<file path="config.mk">
export PLATFORM = sky130hd
export DESIGN_NAME = spi_burst_sequencer
export DESIGN_NICKNAME = d
export VERILOG_FILES = /design/src/rtl/spi_seq_pkg.sv /design/src/rtl/spi_sync_fifo.sv /design/src/rtl/spi_burst_sequencer.sv
export SDC_FILE = /design/constraint.sdc
export NUM_CORES = 1
export LEC_CHECK = 0
export CORE_UTILIZATION = 30
export DETAILED_ROUTE_END_ITERATION = 16
export GPL_TIMING_DRIVEN = 1
export HOLD_SLACK_MARGIN = 0.06
export PLACE_DENSITY = 0.48
export SYNTH_ARGS = -nofsm -noshare
export SYNTH_HDL_FRONTEND = slang
export SYNTH_HIERARCHICAL = 1
export SYNTH_SLANG_ARGS = --single-unit
</file>
<file path="constraint.sdc">
create_clock -name clk -period 2.97 [get_ports clk]
set_clock_uncertainty 0.15 [all_clocks]
set_input_delay 0.891 -clock clk [delete_from_list [all_inputs] [get_ports clk]]
set_output_delay 0.891 -clock clk [all_outputs]
set_load 0.01 [all_outputs]
</file>
<file path="src/rtl/spi_seq_pkg.sv">
// Shared constants and FSM state encoding for the SPI burst sequencer.
package spi_seq_pkg;

   localparam int DEF_DATA_WIDTH = 8;
   localparam int DEF_FIFO_DEPTH = 8;

   typedef enum logic [2:0] {
      IDLE  = 3'd0,
      LOAD  = 3'd1,
      GO    = 3'd2,
      ARM   = 3'd3,
      XFER  = 3'd4,
      STORE = 3'd5
   } seq_state_e;

endpackage

</file>
<file path="src/rtl/spi_sync_fifo.sv">
// Single-clock circular FIFO with extra-MSB pointers and a sticky overflow flag.
module spi_sync_fifo #(
   parameter int DATA_WIDTH = 8,
   parameter int ADDR_WIDTH = 3
) (
   input  logic                  clk,
   input  logic                  resetb,
   input  logic                  wr,
   input  logic [DATA_WIDTH-1:0] wdata,
   input  logic                  rd,
   output logic [DATA_WIDTH-1:0] rdata,
   output logic                  full,
   output logic                  empty,
   output logic [ADDR_WIDTH:0]   level,
   output logic                  overflow,
   input  logic                  clr
);

   localparam int DEPTH = 1 << ADDR_WIDTH;
   localparam logic [ADDR_WIDTH:0] PTR_ONE = {{ADDR_WIDTH{1'b0}}, 1'b1};

   logic [DATA_WIDTH-1:0] mem_q [DEPTH];
   logic [ADDR_WIDTH:0]   wr_ptr_q, wr_ptr_d;
   logic [ADDR_WIDTH:0]   rd_ptr_q, rd_ptr_d;
   logic [DATA_WIDTH-1:0] last_q, last_d;
   logic                  ovf_q, ovf_d;
   logic                  wr_ok, rd_ok;
   logic [DATA_WIDTH-1:0] head;

   assign full     = (wr_ptr_q[ADDR_WIDTH] != rd_ptr_q[ADDR_WIDTH]) &&
                     (wr_ptr_q[ADDR_WIDTH-1:0] == rd_ptr_q[ADDR_WIDTH-1:0]);
   assign empty    = (wr_ptr_q == rd_ptr_q);
   assign level    = wr_ptr_q - rd_ptr_q;
   assign head     = mem_q[rd_ptr_q[ADDR_WIDTH-1:0]];
   // Once drained, the head slot may be stale; show the last word popped instead.
   assign rdata    = empty ? last_q : head;
   assign overflow = ovf_q;

   always_comb begin
      rd_ok    = rd && !empty;
      wr_ok    = wr && (!full || rd_ok);
      wr_ptr_d = wr_ptr_q;
      rd_ptr_d = rd_ptr_q;
      last_d   = last_q;
      ovf_d    = ovf_q;
      if (wr_ok) begin
         wr_ptr_d = wr_ptr_q + PTR_ONE;
      end
      if (rd_ok) begin
         rd_ptr_d = rd_ptr_q + PTR_ONE;
         last_d   = head;
      end
      if (wr && !wr_ok) begin
         ovf_d = 1'b1;
      end else if (clr) begin
         ovf_d = 1'b0;
      end
   end

   always_ff @(posedge clk or negedge resetb) begin
      if (!resetb) begin
         wr_ptr_q <= '0;
         rd_ptr_q <= '0;
         last_q   <= '0;
         ovf_q    <= 1'b0;
      end else begin
         wr_ptr_q <= wr_ptr_d;
         rd_ptr_q <= rd_ptr_d;
         last_q   <= last_d;
         ovf_q    <= ovf_d;
      end
   end

   always_ff @(posedge clk) begin
      if (wr_ok) begin
         mem_q[wr_ptr_q[ADDR_WIDTH-1:0]] <= wdata;
      end
   end

endmodule

</file>
<file path="src/rtl/spi_burst_sequencer.sv">
// Drains a TX FIFO word by word into spi_master and collects replies into an RX FIFO.
//   state | meaning
//   IDLE  | waiting for enable and a TX word
//   LOAD  | pop TX head into spi_datai
//   GO    | spi_go high for this cycle
//   ARM   | waiting for spi_busy (or an early spi_done)
//   XFER  | waiting for spi_done, capture spi_datao
//   STORE | push captured word to RX (drop if full)
module spi_burst_sequencer
   import spi_seq_pkg::*;
#(
   parameter int DATA_WIDTH = DEF_DATA_WIDTH,
   parameter int FIFO_DEPTH = DEF_FIFO_DEPTH,
   parameter int ADDR_WIDTH = $clog2(FIFO_DEPTH)
) (
   input  logic                  clk,
   input  logic                  resetb,
   input  logic                  enable,
   input  logic                  tx_wr,
   input  logic [DATA_WIDTH-1:0] tx_data,
   output logic                  tx_full,
   output logic [ADDR_WIDTH:0]   tx_level,
   input  logic                  rx_rd,
   output logic [DATA_WIDTH-1:0] rx_data,
   output logic                  rx_empty,
   output logic [ADDR_WIDTH:0]   rx_level,
   output logic                  tx_overflow,
   output logic                  rx_overflow,
   input  logic                  clear_err,
   output logic                  seq_busy,
   output logic                  spi_go,
   output logic [DATA_WIDTH-1:0] spi_datai,
   input  logic                  spi_busy,
   input  logic                  spi_done,
   input  logic [DATA_WIDTH-1:0] spi_datao
);

   seq_state_e            state_q, state_d;
   logic                  spi_go_q, spi_go_d;
   logic [DATA_WIDTH-1:0] spi_datai_q, spi_datai_d;
   logic [DATA_WIDTH-1:0] capt_q, capt_d;
   logic                  seq_busy_q, seq_busy_d;

   logic                  tx_rd, tx_empty;
   logic [DATA_WIDTH-1:0] tx_rdata;
   logic                  rx_wr;

   assign tx_rd = (state_q == LOAD);
   assign rx_wr = (state_q == STORE);

   spi_sync_fifo #(.DATA_WIDTH(DATA_WIDTH), .ADDR_WIDTH(ADDR_WIDTH)) u_tx_fifo (
      .clk      (clk),
      .resetb   (resetb),
      .wr       (tx_wr),
      .wdata    (tx_data),
      .rd       (tx_rd),
      .rdata    (tx_rdata),
      .full     (tx_full),
      .empty    (tx_empty),
      .level    (tx_level),
      .overflow (tx_overflow),
      .clr      (clear_err)
   );

   spi_sync_fifo #(.DATA_WIDTH(DATA_WIDTH), .ADDR_WIDTH(ADDR_WIDTH)) u_rx_fifo (
      .clk      (clk),
      .resetb   (resetb),
      .wr       (rx_wr),
      .wdata    (capt_q),
      .rd       (rx_rd),
      .rdata    (rx_data),
      .full     (),
      .empty    (rx_empty),
      .level    (rx_level),
      .overflow (rx_overflow),
      .clr      (clear_err)
   );

   always_comb begin
      state_d     = state_q;
      spi_go_d    = 1'b0;
      spi_datai_d = spi_datai_q;
      capt_d      = capt_q;
      case (state_q)
         IDLE: begin
            // Looking at tx_wr directly saves a cycle when the FIFO starts empty.
            if (enable && (!tx_empty || tx_wr)) begin
               state_d = LOAD;
            end
         end
         LOAD: begin
            spi_datai_d = tx_rdata;
            spi_go_d    = 1'b1;
            state_d     = GO;
         end
         GO: begin
            state_d = ARM;
         end
         ARM: begin
            if (spi_done) begin
               capt_d  = spi_datao;
               state_d = STORE;
            end else if (spi_busy) begin
               state_d = XFER;
            end
         end
         XFER: begin
            if (spi_done) begin
               capt_d  = spi_datao;
               state_d = STORE;
            end
         end
         STORE: begin
            state_d = IDLE;
         end
         default: begin
            state_d = IDLE;
         end
      endcase
      seq_busy_d = (state_d != IDLE);
   end

   always_ff @(posedge clk or negedge resetb) begin
      if (!resetb) begin
         state_q     <= IDLE;
         spi_go_q    <= 1'b0;
         spi_datai_q <= '0;
         capt_q      <= '0;
         seq_busy_q  <= 1'b0;
      end else begin
         state_q     <= state_d;
         spi_go_q    <= spi_go_d;
         spi_datai_q <= spi_datai_d;
         capt_q      <= capt_d;
         seq_busy_q  <= seq_busy_d;
      end
   end

   assign spi_go    = spi_go_q;
   assign spi_datai = spi_datai_q;
   assign seq_busy  = seq_busy_q;

endmodule

</file>
Word level (Yosys, flattened, before mapping)
Memory sizes are Yosys's and may differ from the RTL's.
Cells that the tools add are included.
Widths: inputs -> output; s select.
{"block": "word_totals", "regBits": 55, "latch_bits": 0, "ram_bits": 128, "mem_bits_ro": 0, "in_bits": 24, "word_cells": 71, "memories": 2}
{"block": "op_classes", "add_sub_neg": 6, "multipliers": 0, "n_div": 0, "magnitude_cmp": 0, "n_eq_ne": 11, "shifts": 0, "n_mux": 15, "bitwise": 0, "reduce_logical": 24}
{"name": "u_rx_fifo.mem_q", "words": 8, "width": 8, "read_ports": 1, "rd_clocked_by_memory_dff": 0, "write_ports": 1, "line": "spi_sync_fifo.sv:22", "text": "logic [DATA_WIDTH-1:0] mem_q [DEPTH];"}
{"name": "u_tx_fifo.mem_q", "words": 8, "width": 8, "read_ports": 1, "rd_clocked_by_memory_dff": 0, "write_ports": 1, "line": "spi_sync_fifo.sv:22"}
{"cell": "$add 4x1->4 const B", "n": 4}
{"cell": "$mux 8", "n": 2}
{"cell": "$pmux 3 s5", "n": 1}
{"cell": "$mux 3", "n": 4}
{"cell": "$logic_and 1x1->1", "n": 9}
{"cell": "$eq 4x4->1", "n": 2}
{"cell": "$mux 1", "n": 8}
{"cell": "$sub 4x4->4", "n": 2}
{"cell": "$eq 3x2->1 const B", "n": 2}
{"cell": "$eq 3x3->1", "n": 2}
{"cell": "$eq 3x3->1 const B", "n": 2}
{"cell": "$logic_not 1->1", "n": 6}
{"cell": "$reduce_bool 2->1", "n": 2}
{"cell": "$eq 3x1->1 const B", "n": 1}
{"cell": "$logic_not 3->1", "n": 1}
{"cell": "$logic_or 1x1->1", "n": 3}
{"cell": "$reduce_bool 3->1", "n": 1}
{"cell": "$ne 1x1->1", "n": 2}
{"cell": "$reduce_and 2->1", "n": 1}
{"cell": "$reduce_or 2->1", "n": 1}

Depth between registers and ports, before layout
{"block": "depth", "ltp_word": 8, "depth_mapped": 8, "ltp_nobuf": 7}

Modules after synthesis
Netlist, hierarchy kept.
{"mod": "spi_sync_fifo at u_rx_fifo", "n_inst": 1, "cells_each": 228, "area_per_inst_um2": 3424.5}
{"mod": "spi_sync_fifo at u_tx_fifo", "n_inst": 1, "cells_each": 227, "area_per_inst_um2": 3403.3}
{"mod": "spi_burst_sequencer", "n_inst": 1, "cells_each": 60, "area_per_inst_um2": 885.8}

Worst setup path before layout
Ideal clock, no wire load.
{"block": "synth_path", "path_kind": "register -> output", "start": "register u_rx_fifo.rd_ptr_q[2]", "end": "output port rx_data[0]", "arrival_time_ns": 1.641, "required_ns": 1.929, "path_slack_ns": 0.288, "path_stages_with_launch": 8, "cell_sequence": "dfrtp_1 > inv_1 > ha_1 > nand3_2 > nor2_1 > buf_2 > nand2_1 > o21ai_0"}
{"block": "synth_between", "elab_chain_cells": 2}
{"element": "from (decl)", "line": "spi_sync_fifo.sv:24", "text": "logic [ADDR_WIDTH:0] rd_ptr_q, rd_ptr_d;"}
{"element": "from (signal assigned)", "line": "spi_sync_fifo.sv:68", "text": "rd_ptr_q <= rd_ptr_d;"}
{"element": "$eq 4x4->1", "line": "spi_sync_fifo.sv:32", "text": "assign empty = (wr_ptr_q == rd_ptr_q);"}
{"element": "net rx_empty", "line": "spi_burst_sequencer.sv:25", "text": "output logic rx_empty,"}
{"element": "$mux 8", "line": "spi_sync_fifo.sv:36", "text": "assign rdata = empty ? last_q : head;"}
{"element": "to (decl)", "line": "spi_burst_sequencer.sv:24", "text": "output logic [DATA_WIDTH-1:0] rx_data,"}
The timed path passes the listed nets, and every way through them passes these cells.

Worst setup path in the final report
{"block": "layout_path", "start": "register u_rx_fifo.rd_ptr_q[0]", "end": "output port rx_data[6]"}
{"block": "layout_between", "elab_chain_cells": 2}
{"element": "$mem_v2 8x8 or $eq 4x4->1 (tied branches)"}
{"element": "$mux 8 (*)", "line": "spi_sync_fifo.sv:36"}
Mark *: on every way between the ends. The rest lies on a longest branch, timed or not.

==> tab_implementation.tex <==
\begin{tabular}{lr}
\hline
Metric & Value \\
\hline
\multicolumn{2}{l}{\textbf{Critical path}} \\
\quad Crit path max fanout & 5 \\
\quad CP arrival & 1.96 ns \\
\quad Count of cells along the worst register-to-register path & 5 \\
\quad Buffer and inverter count on the worst path & 3 \\
\quad Ordered list of cells on the worst path & ha\_4, nand3\_4, nor2\_4, buf\_12, buf\_4, nand2\_1, o21ai\_1, buf\_2 \\
\quad Data required time at the worst endpoint & 1.93 ns \\
\quad Nature of the critical path endpoint & primary output \\
\quad Worst reg2reg startpoint & u\_rx\_fifo/rd\_ptr\_q[0] \\
\quad Setup CP Type & register to primary output \\
\quad Internal reg-to-reg setup slack & 0.64 ns \\
\quad Category of cells accounting for the largest share of critical-path delay & flip-flops \\
\quad Nature of the critical path startpoint & register \\
\quad Maximum cell stage delay along the critical path & 0.47 ns \\
\quad Logic depth of the worst setup path including buffers & 8 \\
\quad Worst flop-to-flop path endpoint & u\_rx\_fifo/mem\_q[7][1] \\
\quad Slowest cell on the critical path & sky130\_fd\_sc\_hd\_\_dfrtp\_2 \\
\multicolumn{2}{l}{\textbf{Run status}} \\
\quad Status & finished, violations left \\
\quad Failing checks & negative setup slack \\
\multicolumn{2}{l}{\textbf{Clock network}} \\
\quad Quantity of hold-fixing buffers added after cts & 0 \\
\quad Maximum count of clock buffers along a single path & 2 \\
\quad TritonCTS Sinks & 183 \\
\quad Htree depth & 4 \\
\quad TritonCTS clock tree & built \\
\quad Clock transition at path regs & 0.08 ns \\
\quad Cell at the root of the clock tree & sky130\_fd\_sc\_hd\_\_clkbuf\_16 \\
\quad Clk Latency, worst-skew pair & 0.43 ns \\
\quad Number of buffers added by the clock tree synthesis step & 17 \\
\multicolumn{2}{l}{\textbf{Route}} \\
\quad Iteration count of the initial detailed-routing pass & 5 \\
\quad Number of antenna-violating nets in the routed design & 0 \\
\quad Detailed-route wire length per cell & 16.6 um \\
\quad Total via count after detailed routing & 4419 \\
\quad Wire length after detailed routing & 16.0 mm \\
\quad Remaining design rule violation count & 0 \\
\quad Average via count per standard cell & 4.59 \\
\quad DRT iter0 DRCs & 245 \\
\multicolumn{2}{l}{\textbf{Placed design}} \\
\quad Count of buffers from port buffering & 53 \\
\quad Half-perimeter wire length after detailed placement & 10.7 mm \\
\quad Gpl congestion & 0.772 \\
\multicolumn{2}{l}{\textbf{Synth}} \\
\quad YS warnings & 6 \\
\quad Average footprint of a synthesized cell & 15.0 um\^{}2 \\
\quad Area of the mapped netlist & 0.00771 mm\^{}2 \\
\quad Syn nets & 550 \\
\quad Gate Count Post-Synth & 514 \\
\multicolumn{2}{l}{\textbf{Timing}} \\
\quad Count of final max-slew check failures & 0 \\
\quad Worst setup margin & -0.0299 ns \\
\quad Transition time at the pin with the least slew margin & 0.964 ns \\
\quad Unrepaired setup endpoints after global routing & true \\
\quad Count of endpoints failing hold in the final timing report & 0 \\
\quad Maximum frequency from static timing analysis & 333 MHz \\
\quad Finish-stage setup viols & 4 \\
\quad Headroom to the max-slew limit & 0.355 \\
\quad Crit path time final & 3.00 ns \\
\quad Final Cycle Share & 1.01 \\
\quad Worst hold slack after final layout & 0.320 ns \\
\multicolumn{2}{l}{\textbf{Global route}} \\
\quad Number of antenna violations at the first check in global routing & 0 \\
\quad Number of global-route vias before repair & 4650 \\
\quad Global-route wire length before repair & 25.5 mm \\
\quad Total gr overflow & 0 \\
\quad Pin count of the biggest net entering global routing & 36 \\
\quad Overall Global Routing Usage & 0.129 \\
\multicolumn{2}{l}{\textbf{Floorplan}} \\
\quad Initial core utilization & 0.306 \\
\quad Standard cell core area & 0.0252 mm\^{}2 \\
\quad Overall die area & 0.0263 mm\^{}2 \\
\quad Die extent in x & 162 um \\
\quad Floorplan row count & 58 \\
\quad Die H & 162 um \\
\quad Ports placed on the boundary & 54 \\
\multicolumn{2}{l}{\textbf{Power}} \\
\quad Overall Power & 10.6 mW \\
\quad Leakage component of the power & 3.61 nW \\
\quad PwrDens & 1090 mW/mm\^{}2 \\
\quad Peak VDD IR & 647 uV \\
\multicolumn{2}{l}{\textbf{Layout}} \\
\quad Fin nets & 655 \\
\quad Fraction of layout cells with a size suffix above 1 & 0.302 \\
\quad Antenna Cells & 0 \\
\quad Area growth, synth to finish & 26.1\% \\
\multicolumn{2}{l}{\textbf{Flow run}} \\
\quad Max-cap check violation count & 0 \\
\multicolumn{2}{l}{\textbf{Hold path}} \\
\quad Min-delay worst type & input pin to async pin \\
\hline
\end{tabular}
## per-layer routing
| metal | GRT usage | vias to the layer above | wire length, um |
|---|---|---|---|
| met5 | 0 | - | 0 |
| li1 | - | 2131 | - |
| met1 | 0.151 | 2207 | 6780 |
| met4 | 0.0489 | 0 | 209 |
| met2 | 0.233 | 62 | 8570 |
| met3 | 0.0255 | 19 | 454 |
## report_power, final
group | switching [mW] | internal (mW) | total, mW
registers | 0.436 | 3.42 | 3.86
clock network | 1.11 | 1.14 | 2.25
logic | 2.27 | 2.21 | 4.49
## worst max-delay path by stage
stage                          startpoint          to  slack, ns
floorplan           u_rx_fifo/rd_ptr_q[2]  rx_data[0]       0.30
global placement    u_rx_fifo/rd_ptr_q[0]  rx_data[4]      -0.01
detailed placement  u_rx_fifo/rd_ptr_q[0]  rx_data[3]      -0.05
CTS                 u_rx_fifo/rd_ptr_q[1]  rx_data[3]      -0.11
global route        u_rx_fifo/rd_ptr_q[0]  rx_data[5]      -0.13
finish              u_rx_fifo/rd_ptr_q[0]  rx_data[6]      -0.03
## cell type report
cell class,instances,area (um^2)
Clock inverter,15,178
Multi-Input combinational cell,292,2470
Tap cell,330,413
Fill cell,2376,15500
Sequential cell,183,5220
Clock buffer,17,425
Timing Repair Buffer,104,928
Inverter,21,81.3
## through the flow
step	worst slack (ns)	setup TNS (ns)	utilization	std cells	area, um^2
after detailed placement	-0.0539	-0.121	0.351	917	8840
after floorplan	0.302	0	-	514	7710
after global routing	-0.133	-0.769	0.386	962	9720
after CTS	-0.109	-0.517	0.383	958	9650
final	-0.0299	-0.0809	0.386	962	9720
after global placement	-0.0107	-0.0107	0.351	917	8840
## cell usage in the layout, fill, tap and decap left out, drive strengths merged
master,n
edfxtp,128
buf,60
dfrtp,55
mux2,52
nand2,46
clkdlybuf4s50,36
o21ai,36
mux2i,33
inv,29
nor2,21
clkbuf,20
o221ai,17
a22oi,16
xnor2,13
ha,10
nor3,8
xor2,7
clkinv,6
nand3,6
a21oi,5
nand2b,5
dlygate4sd2,3
o22ai,2
a21o,2
nand3b,2
nor4,2
fa,2
clkdlybuf4s15,2
nor2b,2
and3,1
o22a,1
clkinvlp,1
o31ai,1
o311ai,1
or3,1
## flip-flops by register name (all words and copies together), names as in the netlist
| register | flops |
|---|---|
| u_rx_fifo/overflow | 1 |
| spi_datai | 8 |
| u_tx_fifo/mem_q | 64 |
| seq_busy | 1 |
| u_rx_fifo/rd_ptr_q | 4 |
| u_tx_fifo/wr_ptr_q | 4 |
| u_rx_fifo/last_q | 8 |
| u_tx_fifo/last_q | 8 |
| capt_q | 8 |
| u_tx_fifo/rd_ptr_q | 4 |
| spi_go | 1 |
| u_rx_fifo/mem_q | 64 |
| u_tx_fifo/overflow | 1 |
| state_q | 3 |
| u_rx_fifo/wr_ptr_q | 4 |
## repair_timing
| action | CTS | global route |
|---|---|---|
| endpoints found under the setup margin | 16 | 14 |
| pin swaps | 9 | 14 |
| cloned | 1 | 1 |
| buffers inserted | 8 | 5 |
| gates resized for setup | 78 | 25 |
(Power assumes the default switching activity.)
